**src/rtl/tow_referee.sv**
```systemverilog
// Tug-of-war match controller: moves the rope on single-player pulses, cancels simultaneous
// presses, scores round wins, holds the win display, and latches the match result.
module tow_referee #(
    parameter int FIELD_HALF  = 4,
    parameter int POS_W       = 4,
    parameter int SCORE_MAX   = 7,
    parameter int HOLD_CYCLES = 8
) (
    input  logic             clk,
    input  logic             reset,
    input  logic             l_press,
    input  logic             r_press,
    output logic [POS_W-1:0] pos,
    output logic [2:0]       l_score,
    output logic [2:0]       r_score,
    output logic [1:0]       winner,
    output logic             round_over,
    output logic             match_over
);

    localparam int CNT_W = (HOLD_CYCLES > 1) ? $clog2(HOLD_CYCLES) : 1;
    localparam logic [POS_W-1:0] CENTRE    = POS_W'(FIELD_HALF);
    localparam logic [POS_W-1:0] LEFT_ARM  = POS_W'(1);
    localparam logic [POS_W-1:0] RIGHT_ARM = POS_W'(2 * FIELD_HALF - 1);
    localparam logic [POS_W-1:0] RIGHT_END = POS_W'(2 * FIELD_HALF);
    localparam logic [2:0]       SMAX      = 3'(SCORE_MAX);
    localparam logic [CNT_W-1:0] HOLD_LAST = CNT_W'(HOLD_CYCLES - 1);

    typedef enum logic [1:0] {
        PLAY,
        ROUND_WIN,
        MATCH_OVER
    } state_t;

    state_t           state, state_n;
    logic [POS_W-1:0] pos_n;
    logic [2:0]       l_score_n, r_score_n;
    logic [1:0]       winner_n;
    logic [CNT_W-1:0] hold_cnt, hold_cnt_n;
    logic             l_only, r_only;

    assign l_only = l_press & ~r_press;
    assign r_only = r_press & ~l_press;

    always_comb begin
        state_n    = state;
        pos_n      = pos;
        l_score_n  = l_score;
        r_score_n  = r_score;
        winner_n   = winner;
        hold_cnt_n = hold_cnt;
        case (state)
            PLAY: begin
                // A single-player pulse one step from an end is the only way onto that end.
                if (l_only) begin
                    if (pos == LEFT_ARM && l_score < SMAX) begin
                        pos_n      = '0;
                        l_score_n  = l_score + 3'd1;
                        winner_n   = 2'b10;
                        hold_cnt_n = '0;
                        state_n    = (l_score + 3'd1 == SMAX) ? MATCH_OVER : ROUND_WIN;
                    end else if (pos > LEFT_ARM) begin
                        pos_n = pos - POS_W'(1);
                    end
                end else if (r_only) begin
                    if (pos == RIGHT_ARM && r_score < SMAX) begin
                        pos_n      = RIGHT_END;
                        r_score_n  = r_score + 3'd1;
                        winner_n   = 2'b01;
                        hold_cnt_n = '0;
                        state_n    = (r_score + 3'd1 == SMAX) ? MATCH_OVER : ROUND_WIN;
                    end else if (pos < RIGHT_ARM) begin
                        pos_n = pos + POS_W'(1);
                    end
                end
            end
            ROUND_WIN: begin
                if (hold_cnt == HOLD_LAST) begin
                    pos_n      = CENTRE;
                    winner_n   = 2'b00;
                    hold_cnt_n = '0;
                    state_n    = PLAY;
                end else begin
                    hold_cnt_n = hold_cnt + CNT_W'(1);
                end
            end
            MATCH_OVER: begin
                state_n = MATCH_OVER;
            end
            default: begin
                state_n = PLAY;
            end
        endcase
    end

    // Flags are registered from the next state so they line up with the other outputs.
    always_ff @(posedge clk) begin
        if (reset) begin
            state      <= PLAY;
            pos        <= CENTRE;
            l_score    <= '0;
            r_score    <= '0;
            winner     <= 2'b00;
            hold_cnt   <= '0;
            round_over <= 1'b0;
            match_over <= 1'b0;
        end else begin
            state      <= state_n;
            pos        <= pos_n;
            l_score    <= l_score_n;
            r_score    <= r_score_n;
            winner     <= winner_n;
            hold_cnt   <= hold_cnt_n;
            round_over <= (state_n == ROUND_WIN);
            match_over <= (state_n == MATCH_OVER);
        end
    end

endmodule

```
**config.mk**
```make
export PLATFORM = sky130hd
export DESIGN_NAME = tow_referee
export DESIGN_NICKNAME = d
export VERILOG_FILES = /design/src/rtl/tow_referee.sv
export SDC_FILE = /design/constraint.sdc
export NUM_CORES = 1
export LEC_CHECK = 0
export CORE_MARGIN = 2
export CORE_UTILIZATION = 58
export DETAILED_ROUTE_END_ITERATION = 10
export PLACE_DENSITY = 0.88
export SKIP_LAST_GASP = 1
export SLEW_MARGIN = 20
export SYNTH_ARGS = -nofsm -noshare
export SYNTH_HDL_FRONTEND = slang
export SYNTH_SLANG_ARGS = --single-unit
export TNS_END_PERCENT = 30
```
**constraint.sdc**
```tcl
create_clock -name clk -period 3.99 [get_ports clk]
set_input_delay 0.798 -clock clk [delete_from_list [all_inputs] [get_ports clk]]
set_output_delay 0.798 -clock clk [all_outputs]
set_load 0.03 [all_outputs]
```
==> metrics.md, run 1 <==
| Metric | Value |
|---|---|
| WHS | `just under 0.5 ns` |
| Port-buffer cells | `17` |
| Largest family of logic cells by synthesized area | `simple AND/OR/NAND/NOR gates` |
| Worst-case clock buffer depth | `2` |
| Post-Synthesis Mean Instance Area | `8.97 um^2` |
| Via count of the first global-routing pass | `around 1100` |
| Worst setup skew after layout | `between 0.007 and 0.008 ns` |
| Core area | `~2100 um^2` |
| Clk root buf | `sky130_fd_sc_hd__clkbuf_4` |
| Largest net degree at the start of global routing | `18` |
| Routed wirelength normalized by instance count | `15.0 um` |
| Number of distinct library cells after synthesis | `44` |
| TritonCTS clock tree | `yes` |
| Number of warnings printed during yosys synthesis | `0` |
| Combined global-route utilization of all metal layers | `0.230` |
| X dimension of the die | `between 50 and 60 um` |
| Compound-Gate Fraction of Synth Area | `0.197` |
| EDFF count, synth | `0` |
| Post-CTS sizing | `0` |
| Overflow after GRT | `0` |
| Mapped Area | `about 1300 um^2` |
| CTS buffer count | `3` |
| Number of DRC violations after detailed-routing iteration 0 | `47` |
| R2R Path End | `pos[1]` |
| Actual slew at the worst max-slew pin | `0.647 ns` |
| CTS hold repair buffers | `0` |
| Number of maximum-capacitance constraint violations | `0` |
| Initial antenna violation count | `0` |
| H-tree levels | `1` |
| Global-route wire length before repair | `roughly 4600 um` |
| Synth Area in XOR/XNOR | `0.0478` |
| Total setup violations reported at the end of the flow | `0` |
| Critical path launch point type | `input pin` |
| Crit Reg-Reg Startpoint | `pos[0]` |
| Number of vias per cell after detailed routing | `slightly above 6` |
| Max-slew violation total from the final report | `0` |
| Data arrival time at the worst-slack endpoint | `a little under 3 ns` |
| Launch instance of the worst min-delay path | `winner[1]` |
| Capture point of the worst path | `pos[1]` |
| Final Non-Filler Cells | `184` |
| Leading cell types in the layout, fill and taps excluded | `19 x sky130_fd_sc_hd__dfxtp_1, 17 x sky130_fd_sc_hd__clkdlybuf4s50_1, 12 x sky130_fd_sc_hd__nor2_1, 12 x sky130_fd_sc_hd__ha_1, 9 x sky130_fd_sc_hd__inv_1` |
| Share of synthesized cell area in and, or, nand and nor gates | `0.239` |
| Beginning of the critical path | `r_press` |
| ANT cells | `0` |
| Worst rel slew slack | `0.567` |
| Number of instances in the synthesized netlist | `between 100 and 150` |
| Post-synthesis async set-or-reset flop share | `0` |
| Commonest register cell after synthesis | `sky130_fd_sc_hd__dfxtp_1` |
| Setup repair after global routing missed its margin | `false` |
| Most frequent standard cell in the layout excluding fill and tap cells | `sky130_fd_sc_hd__dfxtp_1` |
| Maximum achievable frequency | `370 MHz` |
| Leakage power | `roughly 0.00055 uW` |
| Remaining antenna violation count after routing | `0` |
| Post-DP HPWL | `~2100 um` |
| Row cnt | `17` |
| Routed via count | `between 1000 and 1500` |
| Crit path capture type | `register` |
| Hold Crit Class | `reg -> reg` |
| Total DRC errors in the routed layout | `0` |
| Share of final-layout standard cells stronger than drive strength 1 | `0.0769` |
| DIE AREA | `~2600 um^2` |
| Syn Nets | `approximately 160` |
| Final period demand of the worst path | `~2.7 ns` |
| Clock latency at the later pin of the worst-skew pair | `between 0.3 and 0.4 ns` |
| Post-route setup TNS | `0 ns` |
| Final hold violations | `0` |
| Wirelength, routed | `~2800 um` |
| Io pins | `18` |
| Logic depth of the worst register-to-register path | `5` |
| Seq cells post-synth | `19` |
| Die span in y | `51.0 um` |
| Post-layout nets | `between 150 and 200` |
| Relative area change from synthesis to final layout | `14.8%` |
| Detailed-router iteration count before antenna repair | `4` |
| Run status | `finished clean` |
| Final critical-path share of the clock period | `0.676` |
| Power per cell area | `367 nW/um^2` |
| Arithmetic-cell share of the synthesized area counting full adders, half adders and majority gates | `0.117` |
| Multiplexer share of the synthesized area | `0.0429` |
| Sinks on the clock net | `19` |
| Share of synthesized area occupied by flip-flops and latches | `0.297` |
| Number of instances in the placed design | `180` |
| R2R setup slack | `between 1.5 and 2 ns` |
| Final Wtd Congestion | `roughly 0.86` |
| Critical path fanouts, max | `11` |
| Number of setup buffers added after CTS | `0` |
| Initial standard-cell utilization of the core | `0.597` |
| Setup CP Type | `in -> reg` |
| Clock-pin transition on the worst setup and hold timing paths | `0.11 ns` |
| Worst-case vdd ir drop | `0.258 mV` |
| Critical path data required time | `about 4.2 ns` |
==> synth_stat cells (2+ instances only) <==
cell	number	area, um^2
sky130_fd_sc_hd__nand3b_1	3	22.5
sky130_fd_sc_hd__nand2_1	8	30.0
sky130_fd_sc_hd__nand4_1	2	12.5
sky130_fd_sc_hd__xor2_1	4	35.0
sky130_fd_sc_hd__nand3_1	8	40.0
sky130_fd_sc_hd__nor2_1	12	45.0
sky130_fd_sc_hd__inv_1	9	33.8
sky130_fd_sc_hd__nand2b_1	3	18.8
sky130_fd_sc_hd__mux2i_1	4	40.0
sky130_fd_sc_hd__nor3_1	4	20.0
sky130_fd_sc_hd__a31oi_1	2	12.5
sky130_fd_sc_hd__a2111oi_4	2	55.1
sky130_fd_sc_hd__a21oi_1	7	35.0
sky130_fd_sc_hd__clkbuf_1	5	18.8
sky130_fd_sc_hd__o21ai_0	5	25.0
sky130_fd_sc_hd__a32oi_1	3	26.3
sky130_fd_sc_hd__a311oi_1	2	17.5
sky130_fd_sc_hd__o31a_1	2	17.5
sky130_fd_sc_hd__dfxtp_1	19	380
sky130_fd_sc_hd__nor4_1	2	12.5
sky130_fd_sc_hd__xnor2_1	3	26.3
sky130_fd_sc_hd__ha_1	12	150
==> registers in the layout (all words and copies together) (netlist names) <==
signal      cells
pos             4
hold_cnt        3
l_score         3
r_score         3
state           2
winner          2
match_over      1
round_over      1
==> worst max-delay path, cell delays in order <==
cell and delay, ns:
sky130_fd_sc_hd__clkdlybuf4s50_1 0.45, sky130_fd_sc_hd__inv_1 0.07, sky130_fd_sc_hd__ha_1 0.39, sky130_fd_sc_hd__nand2b_1 0.10, sky130_fd_sc_hd__o41ai_1 0.52, sky130_fd_sc_hd__a211o_4 0.26
sky130_fd_sc_hd__mux2_4 0.30
==> cell type report <==
cell class	instances	area (um^2)
inverters	9	33.8
fillers	179	676
multi-input cells	107	826
repair buffers	17	170
well taps	28	35.0
flip-flops and latches	19	380
clock buffers	3	22.5
clock inverters	1	5.00
==> report_power, final <==
| group | total [uW] | leakage [uW] | switching, uW | internal, uW |
|---|---|---|---|---|
| clock | 101 | 0.0000177 | 63.2 | 37.4 |
| combinational | 205 | 0.000382 | 107 | 97.8 |
| sequential | 235 | 0.000154 | 29.7 | 205 |
==> routing by layer <==
| layer | vias to the layer above | GRT usage | part of all wire |
|---|---|---|---|
| li1 | 549 | - | - |
| met3 | 4 | 0.0409 | 0.042 |
| met1 | 540 | 0.265 | 0.44 |
| met4 | 0 | 0.0811 | 0.0098 |
| met2 | 28 | 0.422 | 0.51 |
| met5 | - | 0 | 0 |
==> worst min-delay path by stage <==
stage,to,slack (ns),depth (start not counted)
3_5_place_dp,winner[1],0.46,2
6_report,winner[1],0.48,2
4_1_cts,winner[1],0.49,2
3_3_place_gp,winner[1],0.46,2
2_1_floorplan,hold_cnt[1],0.48,2
5_1_grt,winner[0],0.51,2
==> kinds of logic after synthesis <==
logic type / after synthesis
and+or+nand+nor: 54
xor gates and xnor gates: 7
AOI/OAI and AO/OA: 29
adders and majority gates: 12
DFF: 19
buffers and inverters: 17
muxes: 5
==> per-stage QoR <==
stage,worst slack [ns],power [uW],util,cell area (um^2)
CTS,1.32,541,0.685,1470
detailed placement,1.00,443,0.673,1450
finish,1.29,541,0.685,1470
global route,1.19,573,0.685,1470
floorplan,1.77,391,-,1280
global placement,1.11,437,0.673,1450
(Power assumes the default switching activity.)
==> run 2: changes to the inputs <==
CORE_UTILIZATION = 54   (was 58)
PLACE_DENSITY = 0.83   (was 0.88)
clock period = 2.61 ns   (was 3.99 ns; I/O delays follow)
==> run 2 against run 1 <==
  * Non-clock buffer count up 3
  * Wire length rose by 1.0%
  * First-iteration DRC count down 47%
  * Worst setup slack worse by 0.88 ns
  * Cell area rose by 1.5%
  * Die area is 6.8% higher
  * Critical path type unchanged
  * Largest power group unchanged
==> metrics.md, run 2 (synthesized netlist as in run 1, its figures left out) <==
| Metric | Value |
|---|---|
| Final hold violations | `0 (unchanged)` |
| Setup CP Type | `in -> reg` |
| Number of maximum-capacitance constraint violations | `0 (unchanged)` |
| Io pins | `18 (unchanged)` |
| Final critical-path share of the clock period | `0.843` |
| Launch instance of the worst min-delay path | `winner[0]` |
| Detailed-router iteration count before antenna repair | `4 (unchanged)` |
| Routed wirelength normalized by instance count | `15.0 um (-0.57%)` |
| R2R setup slack | `0.56 ns (-1.42 ns)` |
| Data arrival time at the worst-slack endpoint | `2.40 ns (-0.50 ns)` |
| Clock latency at the later pin of the worst-skew pair | `0.30 ns (about the same)` |
| Run status | `finished clean` |
| Setup ws final | `0.410 ns (-0.881 ns)` |
| Total setup violations reported at the end of the flow | `0 (unchanged)` |
| Power per cell area | `557 nW/um^2 (+52%)` |
| Clock-pin transition on the worst setup and hold timing paths | `0.11 ns (about the same)` |
| Most frequent standard cell in the layout excluding fill and tap cells | `sky130_fd_sc_hd__dfxtp_1` |
| Final period demand of the worst path | `between 2 and 2.5 ns` |
| TritonCTS clock tree | `yes` |
| ANT cells | `0 (unchanged)` |
| Area of the multi-input gates | `826 um^2 (unchanged)` |
| Largest net degree at the start of global routing | `15 (-3)` |
| Actual slew at the worst max-slew pin | `0.561 ns (-0.0868 ns)` |
| Worst-case vdd ir drop | `0.342 mV (+33%)` |
| Clk root buf | `sky130_fd_sc_hd__clkbuf_4` |
| Die span in y | `52.7 um (+3.4%)` |
| Crit Reg-Reg Startpoint | `pos[0]` |
| Number of setup buffers added after CTS | `0 (unchanged)` |
| Via count of the first global-routing pass | `1121 (+3.4%)` |
| R2R Path End | `winner[1]` |
| Post-layout nets | `176 (+1.7%)` |
| Remaining antenna violation count after routing | `0 (unchanged)` |
| Combined global-route utilization of all metal layers | `0.228 (-0.00260)` |
| Critical path fanouts, max | `4 (-7)` |
| Share of final-layout standard cells stronger than drive strength 1 | `0.0943 (+0.0174)` |
| Hold Crit Depth | `2 (unchanged)` |
| DIE AREA | `2780 um^2 (+6.8%)` |
| Fill count | `186 (+3.9%)` |
| Post-route setup TNS | `0 ns (unchanged)` |
| Number of DRC violations after detailed-routing iteration 0 | `25 (-47%)` |
| Port-buffer cells | `17 (unchanged)` |
| H-tree levels | `1 (unchanged)` |
| Max-slew violation total from the final report | `0 (unchanged)` |
| Overflow after GRT | `0 (unchanged)` |
| Final Wtd Congestion | `0.818 (-4.3%)` |
| CTS buffer count | `3 (unchanged)` |
| Leakage power | `0.000568 uW (+2.7%)` |
| WHS Endpoint | `winner[0]` |
| Row cnt | `17 (unchanged)` |
| Worst setup skew after layout | `0.00247 ns (-0.00482 ns)` |
| Setup slack at placement | `0.0926 ns (-0.909 ns)` |
| Hold Crit Class | `reg -> reg` |
| Initial antenna violation count | `0 (unchanged)` |
| Post-DP HPWL | `2150 um (+4.0%)` |
| Worst rel slew slack | `0.626 (+0.0587)` |
| Critical path data required time | `2.81 ns (-1.38 ns)` |
| Number of flip-flops in the largest register | `4 (unchanged)` |
| Global-route wire length before repair | `4730 um (+3.0%)` |
| Sinks on the clock net | `19 (unchanged)` |
| Critical path launch point type | `input pin` |
| Initial standard-cell utilization of the core | `0.574 (-0.0227)` |
| Setup repair after global routing missed its margin | `false` |
| Leading cell types in the layout, fill and taps excluded | `19 x sky130_fd_sc_hd__dfxtp_1, 17 x sky130_fd_sc_hd__clkdlybuf4s50_1, 12 x sky130_fd_sc_hd__nor2_1, 12 x sky130_fd_sc_hd__ha_1, 9 x sky130_fd_sc_hd__inv_1` |
| Wirelength, routed | `2800 um (+1.0%)` |
| Routed via count | `1127 (+0.54%)` |
| Sequential cell area in the final layout | `380 um^2 (unchanged)` |
| Worst-case clock buffer depth | `2 (unchanged)` |
| Maximum achievable frequency | `between 400 and 500 MHz` |
| Crit path capture type | `register` |
| Core area | `2230 um^2 (+4.0%)` |
| Total DRC errors in the routed layout | `0 (unchanged)` |
| Logic depth of the worst register-to-register path | `5 (unchanged)` |
| Most flop-heavy register | `pos` |
| Post-CTS sizing | `0 (unchanged)` |
| Number of vias per cell after detailed routing | `6.03 (-1.1%)` |
| CTS hold repair buffers | `0 (unchanged)` |
| Relative area change from synthesis to final layout | `16.6%` |
| X dimension of the die | `52.7 um (+3.4%)` |
run 2: cell types whose count changed in the layout (fill, tap and decap cells not counted), sizes merged:
cell,previous run,this run
buf,0,3
run 2: worst max path at each step:
stage	depth (start not counted)	slack (ns)	from	endpoint
2_1_floorplan	6	0.62	pos[0]	pos[1]
3_3_place_gp	7	0.17	l_press	pos[1]
3_5_place_dp	7	0.09	l_press	pos[1]
4_1_cts	7	0.41	l_press	pos[1]
5_1_grt	7	0.37	l_press	pos[1]
6_report	7	0.41	l_press	pos[1]
run 2: metrics by stage:
step	instances	hold WS, ns	instance area (um^2)	util	total power (uW)
floorplan	143	0.481	1280	-	598
global placement	183	0.459	1470	0.657	672
detailed placement	183	0.475	1470	0.657	685
CTS	187	0.495	1500	0.669	833
global route	187	0.525	1500	0.669	881
finish	187	0.494	1500	0.669	833
run 2: worst max-delay path, stage by stage:
cell	delay (ns)
sky130_fd_sc_hd__clkdlybuf4s50_1	0.50
sky130_fd_sc_hd__inv_1	0.07
sky130_fd_sc_hd__ha_1	0.31
sky130_fd_sc_hd__nor2_1	0.14
sky130_fd_sc_hd__a32oi_1	0.16
sky130_fd_sc_hd__a211o_4	0.40
sky130_fd_sc_hd__mux2_4	0.30
run 2: where the power goes:
group,switching (uW),leakage (uW),internal [uW]
sequential,46.4,0.000154,313
clock,95.4,0.0000177,57.1
combinational,168,0.000397,153
total,310,0.000568,524
run 2: per-layer routing:
metal,global-route usage,vias up,share of wire
li1,-,555,-
met1,0.273,530,0.43
met2,0.398,36,0.51
met3,0.0343,6,0.050
met4,0.0983,0,0.015
met5,0,-,0
run 2: layout make-up:
type / instances / share of cell area
well taps: 28 / 0.0234
inverters: 9 / 0.0226
multi-input cells: 107 / 0.552
clock buffers: 3 / 0.0151
clock inverters: 1 / 0.00335
repair buffers: 20 / 0.129
flip-flops and latches: 19 / 0.254
